**config.mk**
```make
export PLATFORM = sky130hd
export DESIGN_NAME = tick_pwm_flat
export DESIGN_NICKNAME = d
export VERILOG_FILES = /design/src/rtl/tick_pwm_if.sv /design/src/rtl/tick_pwm.sv /design/src/flat_wrapper.sv
export SDC_FILE = /design/constraint.sdc
export NUM_CORES = 1
export LEC_CHECK = 0
export ABC_AREA = 1
export CORE_MARGIN = 3
export CORE_UTILIZATION = 55
export CTS_CLUSTER_DIAMETER = 50
export DETAILED_ROUTE_END_ITERATION = 12
export PLACE_DENSITY = 0.82
export SYNTH_ARGS = -nofsm -noshare
export SYNTH_HDL_FRONTEND = slang
export SYNTH_SLANG_ARGS = --single-unit
```
**constraint.sdc**
```tcl
create_clock -name clock -period 3.5 [get_ports clock]
set_input_delay 0.35 -clock clock [delete_from_list [all_inputs] [get_ports clock]]
set_output_delay 0.35 -clock clock [all_outputs]
set_load 0.05 [all_outputs]
```
**src/rtl/tick_pwm_if.sv**
```systemverilog
// Config port for tick_pwm: a new period/duty pair offered with a valid/ready handshake.
interface tick_pwm_if #(
  parameter int WIDTH = 4
);
  logic             cfg_valid;
  logic             cfg_ready;
  logic [WIDTH-1:0] cfg_period;
  logic [WIDTH-1:0] cfg_duty;

  modport master (
    output cfg_valid,
    output cfg_period,
    output cfg_duty,
    input  cfg_ready
  );

  modport slave (
    input  cfg_valid,
    input  cfg_period,
    input  cfg_duty,
    output cfg_ready
  );
endinterface

```
**src/rtl/tick_pwm.sv**
```systemverilog
// Tick-resolution PWM with frame-start strobe; outputs update one clock after the sampled tick.
// Config is double-buffered: one shadow slot, ready drops while a config waits for the next wrap.
module tick_pwm #(
  parameter int WIDTH        = 4,
  parameter int RESET_PERIOD = 5,
  parameter int RESET_DUTY   = 2
) (
  input  logic             clock,
  input  logic             reset,
  input  logic             tick,
  tick_pwm_if.slave        cfg,
  output logic             pwm,
  output logic             frame_start,
  output logic [WIDTH-1:0] count
);

  localparam logic [0:0]       IDLE    = 1'b0;
  localparam logic [0:0]       PENDING = 1'b1;
  localparam logic [WIDTH-1:0] RST_P   = WIDTH'(RESET_PERIOD);
  localparam logic [WIDTH-1:0] RST_D   = WIDTH'(RESET_DUTY);

  logic [WIDTH-1:0] count_q, count_d;
  logic [WIDTH-1:0] period_act_q, period_act_d;
  logic [WIDTH-1:0] duty_act_q, duty_act_d;
  logic [WIDTH-1:0] period_sh_q, period_sh_d;
  logic [WIDTH-1:0] duty_sh_q, duty_sh_d;
  logic [0:0]       state_q, state_d;
  logic             pwm_q, pwm_d;
  logic             fs_q, fs_d;

  logic             wrap;
  logic             accept;
  logic [WIDTH:0]   cnt_inc;
  logic [WIDTH-1:0] duty_next_frame;

  assign wrap    = tick && (count_q == period_act_q);
  assign accept  = cfg.cfg_valid && (state_q == IDLE);
  assign cnt_inc = {1'b0, count_q} + {{WIDTH{1'b0}}, 1'b1};
  // A pending config governs the frame that starts at this wrap, including its first pwm level.
  assign duty_next_frame = (state_q == PENDING) ? duty_sh_q : duty_act_q;

  always_comb begin
    count_d      = count_q;
    period_act_d = period_act_q;
    duty_act_d   = duty_act_q;
    period_sh_d  = period_sh_q;
    duty_sh_d    = duty_sh_q;
    state_d      = state_q;
    pwm_d        = pwm_q;
    fs_d         = 1'b0;

    if (wrap) begin
      count_d = '0;
      fs_d    = 1'b1;
      pwm_d   = (duty_next_frame != '0);
      if (state_q == PENDING) begin
        period_act_d = period_sh_q;
        duty_act_d   = duty_sh_q;
        state_d      = IDLE;
      end
    end else if (tick) begin
      count_d = cnt_inc[WIDTH-1:0];
      pwm_d   = (cnt_inc < {1'b0, duty_act_q});
    end

    // accept only fires in IDLE, so it never collides with the PENDING->IDLE apply above
    if (accept) begin
      period_sh_d = cfg.cfg_period;
      duty_sh_d   = cfg.cfg_duty;
      state_d     = PENDING;
    end
  end

  always_ff @(posedge clock) begin
    if (reset) begin
      count_q      <= RST_P;
      period_act_q <= RST_P;
      duty_act_q   <= RST_D;
      period_sh_q  <= '0;
      duty_sh_q    <= '0;
      state_q      <= IDLE;
      pwm_q        <= 1'b0;
      fs_q         <= 1'b0;
    end else begin
      count_q      <= count_d;
      period_act_q <= period_act_d;
      duty_act_q   <= duty_act_d;
      period_sh_q  <= period_sh_d;
      duty_sh_q    <= duty_sh_d;
      state_q      <= state_d;
      pwm_q        <= pwm_d;
      fs_q         <= fs_d;
    end
  end

  assign cfg.cfg_ready = (state_q == IDLE);
  assign pwm           = pwm_q;
  assign frame_start   = fs_q;
  assign count         = count_q;

endmodule

```
**src/flat_wrapper.sv**
```systemverilog
// flat-port wrapper written by rule: the top's interface ports become plain ports
module tick_pwm_flat 
#(
  parameter int WIDTH        = 4,
  parameter int RESET_PERIOD = 5,
  parameter int RESET_DUTY   = 2
)
  (clock, reset, tick, pwm, frame_start, count, cfg_cfg_valid, cfg_cfg_period, cfg_cfg_duty, cfg_cfg_ready);
  tick_pwm_if #(.WIDTH(WIDTH)) cfg_i ();
  input  logic clock;
  input  logic reset;
  input  logic tick;
  output logic pwm;
  output logic frame_start;
  output logic [WIDTH-1:0] count;
  input wire logic [$bits(cfg_i.cfg_valid)-1:0] cfg_cfg_valid;
  input wire logic [$bits(cfg_i.cfg_period)-1:0] cfg_cfg_period;
  input wire logic [$bits(cfg_i.cfg_duty)-1:0] cfg_cfg_duty;
  output wire logic [$bits(cfg_i.cfg_ready)-1:0] cfg_cfg_ready;
  assign cfg_i.cfg_valid = cfg_cfg_valid;
  assign cfg_i.cfg_period = cfg_cfg_period;
  assign cfg_i.cfg_duty = cfg_cfg_duty;
  assign cfg_cfg_ready = cfg_i.cfg_ready;
  tick_pwm #(.WIDTH(WIDTH), .RESET_PERIOD(RESET_PERIOD), .RESET_DUTY(RESET_DUTY)) u_core (.clock(clock), .reset(reset), .tick(tick), .cfg(cfg_i), .pwm(pwm), .frame_start(frame_start), .count(count));
endmodule
```
# --- Word-level counts from Yosys, hierarchy flattened ---
# Cells that the tools add are included.
op_classes:
  add_sub_neg: 1
  order_cmp: 1
  eq_ne: 1
  mux: 8
  n_bitwise: 1
  n_reduce_logical: 7
op_table:
  columns: ["cell", "n"]
  rows:
  - ["3-bit 2-to-1 mux", 2]
  - ["4-bit by 1-bit adder with 5-bit output (second input constant)", 1]
  - ["5-bit by 4-bit less-than comparator with 1-bit output", 1]
  - ["1-bit 2-to-1 mux", 5]
  - ["4-bit equality test", 1]
  - ["4-bit 2-to-1 mux", 1]
  - ["2-bit nonzero test", 2]
  - ["4-bit nonzero test", 1]
  - ["1-bit logical AND", 2]
  - ["2-bit AND reduction", 1]
  - ["2-bit OR reduction", 1]
  - ["1-bit inverter", 1]
totals:
  reg_bits: 23

# --- Longest topological paths before layout ---
# Gate-level depths: netlist of the first run.
depth:
  word_depth: 4
  ltp_mapped: 10

# --- Worst setup path after synthesis of the first run ---
# OpenSTA, ideal clock, no wires.
synth_path:
  kind: "register to register"
  start: "register u_core.count_q[0] (netlist: u_core.count[0])"
  end: "register u_core.pwm_q (netlist: u_core.pwm)"
  setup_ps: 64
  t_arrival_ps: 1938
  setup_slack_ps: 1498
  stages_incl_launch_ff: 11
  path_cell_list: "dfxtp_1 -> ha_1 -> xor2_1 -> ha_1 -> a21oi_1 -> nand2_1 -> nand2_1 -> nand3b_1 -> nor2_1 -> nor2_1 -> nor2_1"
synth_via:
  elab_chain_cells: 4
synth_lines:
  columns: ["item", "line", "source"]
  rows:
  - ["from (decl)", "tick_pwm.sv:22", "logic [WIDTH-1:0] count_q, count_d;"]
  - ["from (signal assigned)", "tick_pwm.sv:85", "count_q <= count_d;"]
  - ["4-bit by 1-bit adder with 5-bit output", "tick_pwm.sv:38", "assign cnt_inc = {1'b0, count_q} + {{WIDTH{1'b0}}, 1'b1};"]
  - ["5-bit by 4-bit less-than comparator with 1-bit output", "tick_pwm.sv:63", "pwm_d = (cnt_inc < {1'b0, duty_act_q});"]
  - ["1-bit 2-to-1 mux", "tick_pwm.sv:61", "end else if (tick) begin"]
  - ["1-bit 2-to-1 mux", "tick_pwm.sv:52", "if (wrap) begin"]
  - ["to (signal assigned)", "tick_pwm.sv:91", "pwm_q <= pwm_d;"]
  - ["to (decl)", "tick_pwm.sv:28", "logic pwm_q, pwm_d;"]
# Parallel ways exist; a longest one is shown, timed or not. The select of a mux whose other input is x is not followed.
# A chain may end at the register's enable or synchronous reset.

# --- Worst setup path after layout of the first run ---
layout_path:
  start: "register u_core.count_q[3] (netlist: u_core.count[3])"
  end: "output port count[3]"
layout_lines:
  columns: ["item", "line", "source"]
  rows:
  - ["to (decl)", "flat_wrapper.sv:15", "output logic [WIDTH-1:0] count;"]
# No word-level cell between the ends.

==> results of run 1 <==
metal layers:
layer / vias to the layer above / track usage [%] / share of wire (%)
met5: - / 0 / 0
met4: 0 / 9.17 / 1.9
met3: 4 / 2.87 / 5.3
met2: 27 / 33.9 / 47
met1: 431 / 22.6 / 46
li1: 528 / - / -
layout by cell type, fill, tap and decap left out:
cell             instances
clkbuf_4                 3
clkbuf_1                 1
nand3_1                  7
clkdlybuf4s50_1         18
dfxtp_1                 23
ha_1                     4
o21ai_0                 12
xor2_1                   4
inv_2                    2
nand2_4                  2
nand3_4                  1
inv_1                   10
xnor2_2                  2
nor3_1                   1
nor2_4                   2
nor2_1                  32
o21ai_2                  2
nand3b_1                 1
a21oi_1                  5
nand2_2                  1
xnor2_1                  2
nand2_1                 38
registers in the layout (all words and copies together) (netlist names):
signal               count
u_core.period_act_q      4
u_core.pwm               1
u_core.state_q           1
u_core.period_sh_q       4
u_core.duty_sh_q         4
u_core.count             4
u_core.duty_act_q        4
u_core.frame_start       1
per-stage QoR:
stage | utilization, % | cells | hold slack (ps)
final | 73.9 | 198 | 479
after global placement | 72.5 | 194 | 440
after floorplan | - | 155 | 422
after detailed placement | 72.5 | 194 | 453
after CTS | 73.9 | 198 | 485
after global routing | 73.9 | 198 | 519
kinds of logic after synthesis:
| logic type | synth area share [%] |
|---|---|
| flip-flops | 40.0 |
| AND/OR/NAND/NOR | 32.9 |
| AO/OA/AOI/OAI | 8.91 |
| XOR/XNOR | 7.39 |
| buffers and inverters | 6.41 |
| adder cells (fa/ha/maj) | 4.35 |
layout make-up:
cell class	instances	area, sq um
repair buffers	18	180
fillers	168	479
inverters	12	45.0
flip-flops and latches	23	460
well taps	25	31.3
clock buffers	4	26.3
multi-input cells	116	617
power breakdown:
part           switching (mW)  internal, mW  total [mW]
registers              0.0231         0.284       0.308
logic                   0.118        0.0777       0.196
clock network          0.0752        0.0445       0.120
worst max path at each step:
stage / to / slack, ps / depth (start not counted) / from
global placement: count[2] / 1810 / 1 / u_core.count[2]
detailed placement: u_core.pwm / 1640 / 10 / u_core.count[0]
finish: count[3] / 1470 / 1 / u_core.count[3]
floorplan: u_core.pwm / 1500 / 10 / u_core.count[0]
CTS: count[3] / 1450 / 1 / u_core.count[3]
global route: count[0] / 1390 / 1 / u_core.count[0]
==> results, run 1 <==
- The sequential-to-total area share from yosys stat is 40.0%.
- The worst hold path depth is 2.
- The overall power of the completed layout is 623 uW.
- The layout overhead on the synthesized area is 18.2%.
- The post-route standard cell area excluding fillers is 0.00136 sq mm.
- Once the clock tree was built, the setup fixing pass inserted 0 buffers.
- During I/O placement, the number of pins put on the boundary was 19.
- The area of the core is 0.00184 sq mm.
- Setup slack on the worst reg-to-reg path comes out at 1620 ps.
- The highest ir drop seen on vdd is 0.313 mV.
- In this run the tool buffered the top-level ports with 18 buffer cells.
- Counting flops and latches in the post-synthesis netlist gives 23.
- The critical path start-end classification is flip-flop to primary output.
- The remaining antenna violation count is 0.
- CTS placed an instance of clkbuf_4 at the clock tree root.
- The global-route total usage across every layer is 19.2%.
- For this configuration, the core starts out at a cell density of 62.6%.
- The gate count of the mapped netlist is 155.
- Setup violations remaining at the end of the flow were counted as 0.
- The sum of negative setup slack is 0 ps.
- The number of vias per cell is 5.00.
- The number of vias in the routed layout is 990.
- Prior to clock tree synthesis, the placed netlist has a worst setup slack of 1640 ps.
- The leakage power is 0.618 nW.
- The routed design has 2.17 mm of wire.
- The worst stage delay on the critical path is 870 ps.
- The cell area that synthesis handed to floorplanning was 0.00115 sq mm.
- Setup repair after global routing left no endpoint under its margin.
- The flow ran to the end, and the final reports show no timing, DRC or antenna violations.
- During synthesis, Yosys emitted a total of 0 warnings.
- For this run, design rule violations remaining after detail routing come to 0.
- Dividing total power by cell area gives a power density of 458 mW/mm^2.
- The global-route congestion overflow total is 0.
- Counting instances in the post-synthesis netlist gives the leading cell types as nand2_1, nor2_1, dfxtp_1.
- The area fraction of the dominant cell type after synthesis is 40.0%.
- The standard cell area after detailed placement is 0.00133 sq mm.
- In the post-synthesis netlist, the biggest area contributors are dfxtp_1, nand2_1, nor2_1.
- The post-route clock period utilization is 58.1%.
- The max capacitance violation total is 0.
- Data on the critical path is required at its endpoint by 3150 ps.
- Data arrives at the worst endpoint at 1680 ps.
- The number of diodes added for antenna fixing is 0.
- At the pin with the least slew margin, the transition time is 502 ps.
- At the later pin of the worst-skew pair, clock insertion delay measures 310 ps.
- Among cell families on the critical path, the largest total delay comes from buffers and inverters.
- The timing-limited maximum frequency is 492 MHz.
- The capturing element type of the critical path is a primary output.
- In this run the critical register-to-register path is captured at u_core.pwm.
- The vertical die dimension is 51.8 um.
- The initial antenna violation count is 0.
- The number of gates resized after CTS is 0.
- The proportion of synthesized flip-flops having asynchronous set or reset is 0%.
- The TritonCTS clock tree is yes.
- The worst slew margin relative to its limit is 66.4%.
- The floorplan step defined a die boundary enclosing 0.00268 sq mm.
- The net count of the mapped netlist is 171.
- The number of pins with negative max-slew slack in the final report is 0.
- The count of buffering cells on the critical path with inverters included is 1.
- The number of search-and-repair iterations in the first detailed-routing pass is 4.
- The HPWL after detailed placement is 1.71 mm.
- Setup slack on the critical path of the routed design comes to 1470 ps.
- The worst path in the final design needs a cycle of 2030 ps, including I/O delays and setup.
- A synthesized cell averages 7.43 sq um.
- The post-route netlist has 8.67% of its cells at a drive strength greater than 1.
- STA classifies the critical path startpoint as a flip-flop.
- Counting the buffers created by CTS gives 3.
- The first-iteration detailed-routing DRC count is 28.
- Along the worst path, the maximum fanout reaches 6.
- The worst hold endpoint is u_core.period_act_q[0].
- After clock tree synthesis, the clock-pin slew on the worst setup and hold paths is 120 ps.
- In the final routed layout, each cell accounts on average for 10.9 um.
- In this run the critical register-to-register path is launched from u_core.count[0].
- The cell with the most instances after synthesis is nand2_1.
- The number of global-route vias before repair came to 928.
- The number of clock sinks is 23.
- The depth of the CTS H-tree is 1.
- The first global-routing pass estimated 3.83 mm of wire.
- The slowest stage of the critical path belongs to the cell clkdlybuf4s50_1.
- The post-synthesis cell type count is 22.
- The critical path goes through clkdlybuf4s50_1.
- The number of nets in the final layout is 190.
- For this run, the leading register cell type out of synthesis is dfxtp_1.
- The number of hold buffers added after CTS is 0.
- The clock passes through at most 2 buffers.
- The congestion estimate from routability-driven global placement came to 0.804.
- The number of synthesized flops with an enable pin is 0.
- The setup skew after layout is 4.35 ps.
- The floorplan has 15 rows.
- The worst register-to-register path has a depth of 10.
- The pin count of the biggest net entering global routing is 16.
- The beginning of the worst hold path is u_core.period_sh_q[0].
- The final hold violation count came to 0.
- The min-delay analysis places its worst path in the category flip-flop to flip-flop.
- dfxtp_1 takes more of the synthesized area than any other cell.
- The width of the die is 51.8 um.
No activity file was read; power rests on OpenSTA's default activity.
==> run 2, diff against run 1 <==
--- a/config.mk
+++ b/config.mk
@@ -7,10 +7,10 @@
 export LEC_CHECK = 0
 export ABC_AREA = 1
 export CORE_MARGIN = 3
-export CORE_UTILIZATION = 55
+export CORE_UTILIZATION = 46
 export CTS_CLUSTER_DIAMETER = 50
 export DETAILED_ROUTE_END_ITERATION = 12
-export PLACE_DENSITY = 0.82
+export PLACE_DENSITY = 0.73
 export SYNTH_ARGS = -nofsm -noshare
 export SYNTH_HDL_FRONTEND = slang
 export SYNTH_SLANG_ARGS = --single-unit
==> constraint.sdc (replaced) <==
create_clock -name clock -period 1.85 [get_ports clock]
set_input_delay 0.185 -clock clock [delete_from_list [all_inputs] [get_ports clock]]
set_output_delay 0.185 -clock clock [all_outputs]
set_load 0.05 [all_outputs]
==> run 2 against run 1 <==
Effect of this change: via count grew 2.1%; register-to-register slack lost 1500 ps; worst hold slack lost 3.4 ps; combinational power grew 91%; non-clock buffer count grew 1; highest routed layer unchanged.
==> results, run 2 (synthesis results as in run 1) <==
- The utilization of the core after routing is 60.2% (-14 points).
- The data arrival time of the critical path came to 1570 ps (-110 ps).
- The global-route congestion overflow total was 0 (unchanged).
- The final worst slack is 99.4 ps (-1370 ps).
- The share of total power in sequential cells was 49.0% (-0.3 points).
- The number of vias per cell is 5.00 (about the same).
- The critical path start-end classification is flip-flop to primary output.
- The wire length reported by the detailed router was 2.22 mm (+2.4%).
- The area of the core is 0.00230 sq mm (+25%).
- The total power per unit cell area is 863 mW/mm^2 (+88%).
- The shortest clock period the worst path allows after layout is 1750 ps.
- The pin count of the biggest net entering global routing is 16 (unchanged).
- The run finished with clean final reports.
- Leaving out fill and tap cells, the most frequent cell in the layout is nand2_1.
- The part of the total power dissipated in the clock network is 19.6% (+0.4 points).
- The initial standard-cell utilization of the core is 50.1% (-12 points).
- The sum of negative setup slack is 0 ps (unchanged).
- The post-CTS setup buffer count is 0 (unchanged).
- The initial antenna violation count is 0 (unchanged).
- The number of vias in the routed layout is 1,011 (+2.1%).
- The worst stage delay on the critical path is 830 ps (-40 ps).
- The max capacitance violation total is 0 (unchanged).
- The total I/O pin count is 19 (unchanged).
- The final number of setup-violating endpoints was 0 (unchanged).
- The placed wire-length estimate after detailed placement was 1.76 mm (+2.8%).
- The capturing element type of the critical path is a primary output.
- The remaining design rule violation count was 0 (unchanged).
- The final hold violation count came to 0 (unchanged).
- The net switching fraction of the power is 35.2% (+0.41 points).
- The min-delay analysis places its worst path in the category flip-flop to flip-flop.
- In the layout the commonest cells are nand2_1, nor2_1, dfxtp_1.
- The number of rows created at floorplan is 17 (+2).
- The largest individual stage delay along the critical path comes from the cell clkdlybuf4s50_1.
- The dominant delay contributor by cell family on the critical path is buffers and inverters.
- The remaining antenna violation count is 0 (unchanged).
- The number of I/O port buffers is 18 (unchanged).
- The vertical die dimension is 56.0 um (+8.3%).
- The maximum clock insertion buffer count is 2 (unchanged).
- The mean routed wirelength per cell is 11.0 um (+0.33%).
- The clock latency at the later pin of the worst-skew pair is 310 ps (about the same).
- The post-route clock period utilization is 94.6%.
- Walking the worst path, the cells encountered are clkdlybuf4s50_1.
- The minimum hold slack came to 475 ps (-3.35 ps).
- TritonCTS built the clock tree.
- Setup repair after global routing left no endpoint under its margin.
- The master cell of the clock root buffer is clkbuf_4.
- The worst slew margin relative to its limit is 66.6% (+0.21 points).
- The highest ir drop seen on vdd is 0.457 mV (+46%).
- The global-route total usage across every layer was 15.0% (-4.2 points).
- The number of clock sinks was 23 (unchanged).
- The final cell count without fillers is 202 (+2.0%).
- The number of search-and-repair iterations in the first detailed-routing pass is 4 (unchanged).
- The last weighted congestion value of the routability-driven placer came to 0.733 (-8.8%).
- The internal portion of total power was 774 uW (+90%).
- The die area is 0.00314 sq mm (+17%).
- The required time of the worst setup path is 1660 ps (-1490 ps).
- The leakage power is 0.629 nW (+1.8%).
- The clock transition at the register clock pins on the worst setup and hold paths after CTS was 120 ps (about the same).
- The element type at the critical path start is a flip-flop.
- The share of cells above drive strength 1 is 13.2% (+4.5 points).
- The number of cells on the critical path is 1 (unchanged).
- The number of pins with negative max-slew slack in the final report is 0 (unchanged).
- The switching component of the power was 420 uW (+94%).
- The global-route wire length before repair was 3.77 mm (-1.4%).
- The cell total after placement was 198 (+2.1%).
- The number of global-route vias before repair is 919 (-0.97%).
- The slew of the pin with the lowest slew margin is 500 ps (-2.34 ps).
- The width of the die was 56.0 um (+8.3%).
- The count of buffering cells on the critical path with inverters included is 1 (unchanged).
- The number of nets in the final layout came to 191 (+0.53%).
- Compared with the post-synthesis result, the final layout area differs by 20.1%.
- The worst-case reg-to-reg path depth is 10 (unchanged).
- The first-iteration detailed-routing DRC count is 14 (-50%).
- The setup skew after layout is 4.57 ps (+0.218 ps).
- The clock buffer count from CTS is 3 (unchanged).
- The depth of the CTS H-tree is 1 (unchanged).
- The worst hold path depth was 2 (unchanged).
- The power share of the combinational group is 31.4% (about the same).
- The worst setup timing slack at the placement stage is 107 ps (-1530 ps).
- The critical-path maximum fanout is 8 (+2).
- The number of diodes added for antenna fixing is 0 (unchanged).
- The final-layout fill cell count is 233 (+39%).
- Based on the critical path, the design can be clocked at up to 571 MHz.
-- run 2: power groups by stage --
stage                     Clock, mW  Combinational (mW)  Sequential (mW)
after floorplan                   0               0.232            0.634
after global placement            0               0.362            0.593
after detailed placement          0               0.373            0.596
after CTS                     0.241               0.374            0.584
after global routing          0.258               0.415            0.591
final                         0.234               0.375            0.585
-- run 2: worst paths after layout --
kind / endpoint / startpoint / slack (ps)
worst min register to register: u_core.period_act_q[0] / u_core.period_sh_q[0] / 480
worst max register to register: u_core.pwm / u_core.count[0] / 120
worst max-delay path: count[0] / u_core.count[0] / 100
worst min-delay path: u_core.period_act_q[0] / u_core.period_sh_q[0] / 480
-- run 2: repair_timing --
action / in CTS / in global routing
gates resized for setup: 0 / 3
setup endpoints to repair: 0 / 1
hold buffers: 0 / 0
-- run 2: per-layer routing --
metal	GRT usage [%]	routed length, um
met3	3.71	110
met5	0	0
met4	6.10	39
met2	27.9	1100
met1	15.9	962
-- run 2: cell type report --
type	count	area, sq um	area share [%]
Multi-Input combinational cell	116	627	45.3
Sequential cell	23	464	33.6
Timing Repair Buffer	19	185	13.4
Inverter	12	45.0	3.26
Tap cell	28	35.0	2.53
Clock buffer	4	26.3	1.90
-- run 2: stage by stage --
stage               cell area, sq um  total power, mW
floorplan                       1150            0.866
global placement                1340            0.955
global route                    1380             1.26
CTS                             1370             1.20
detailed placement              1340            0.969
finish                          1380             1.19
-- run 2: worst register-to-register path, cell delays in order (launching register included) --
cell and delay, ps:
dfxtp_2 430, ha_2 230, xor2_2 170, ha_1 260, a21oi_1 140, nand2_1 70
nand2_1 60, nand3b_1 80, nor2_1 120, nor2_1 50, nor2_1 70
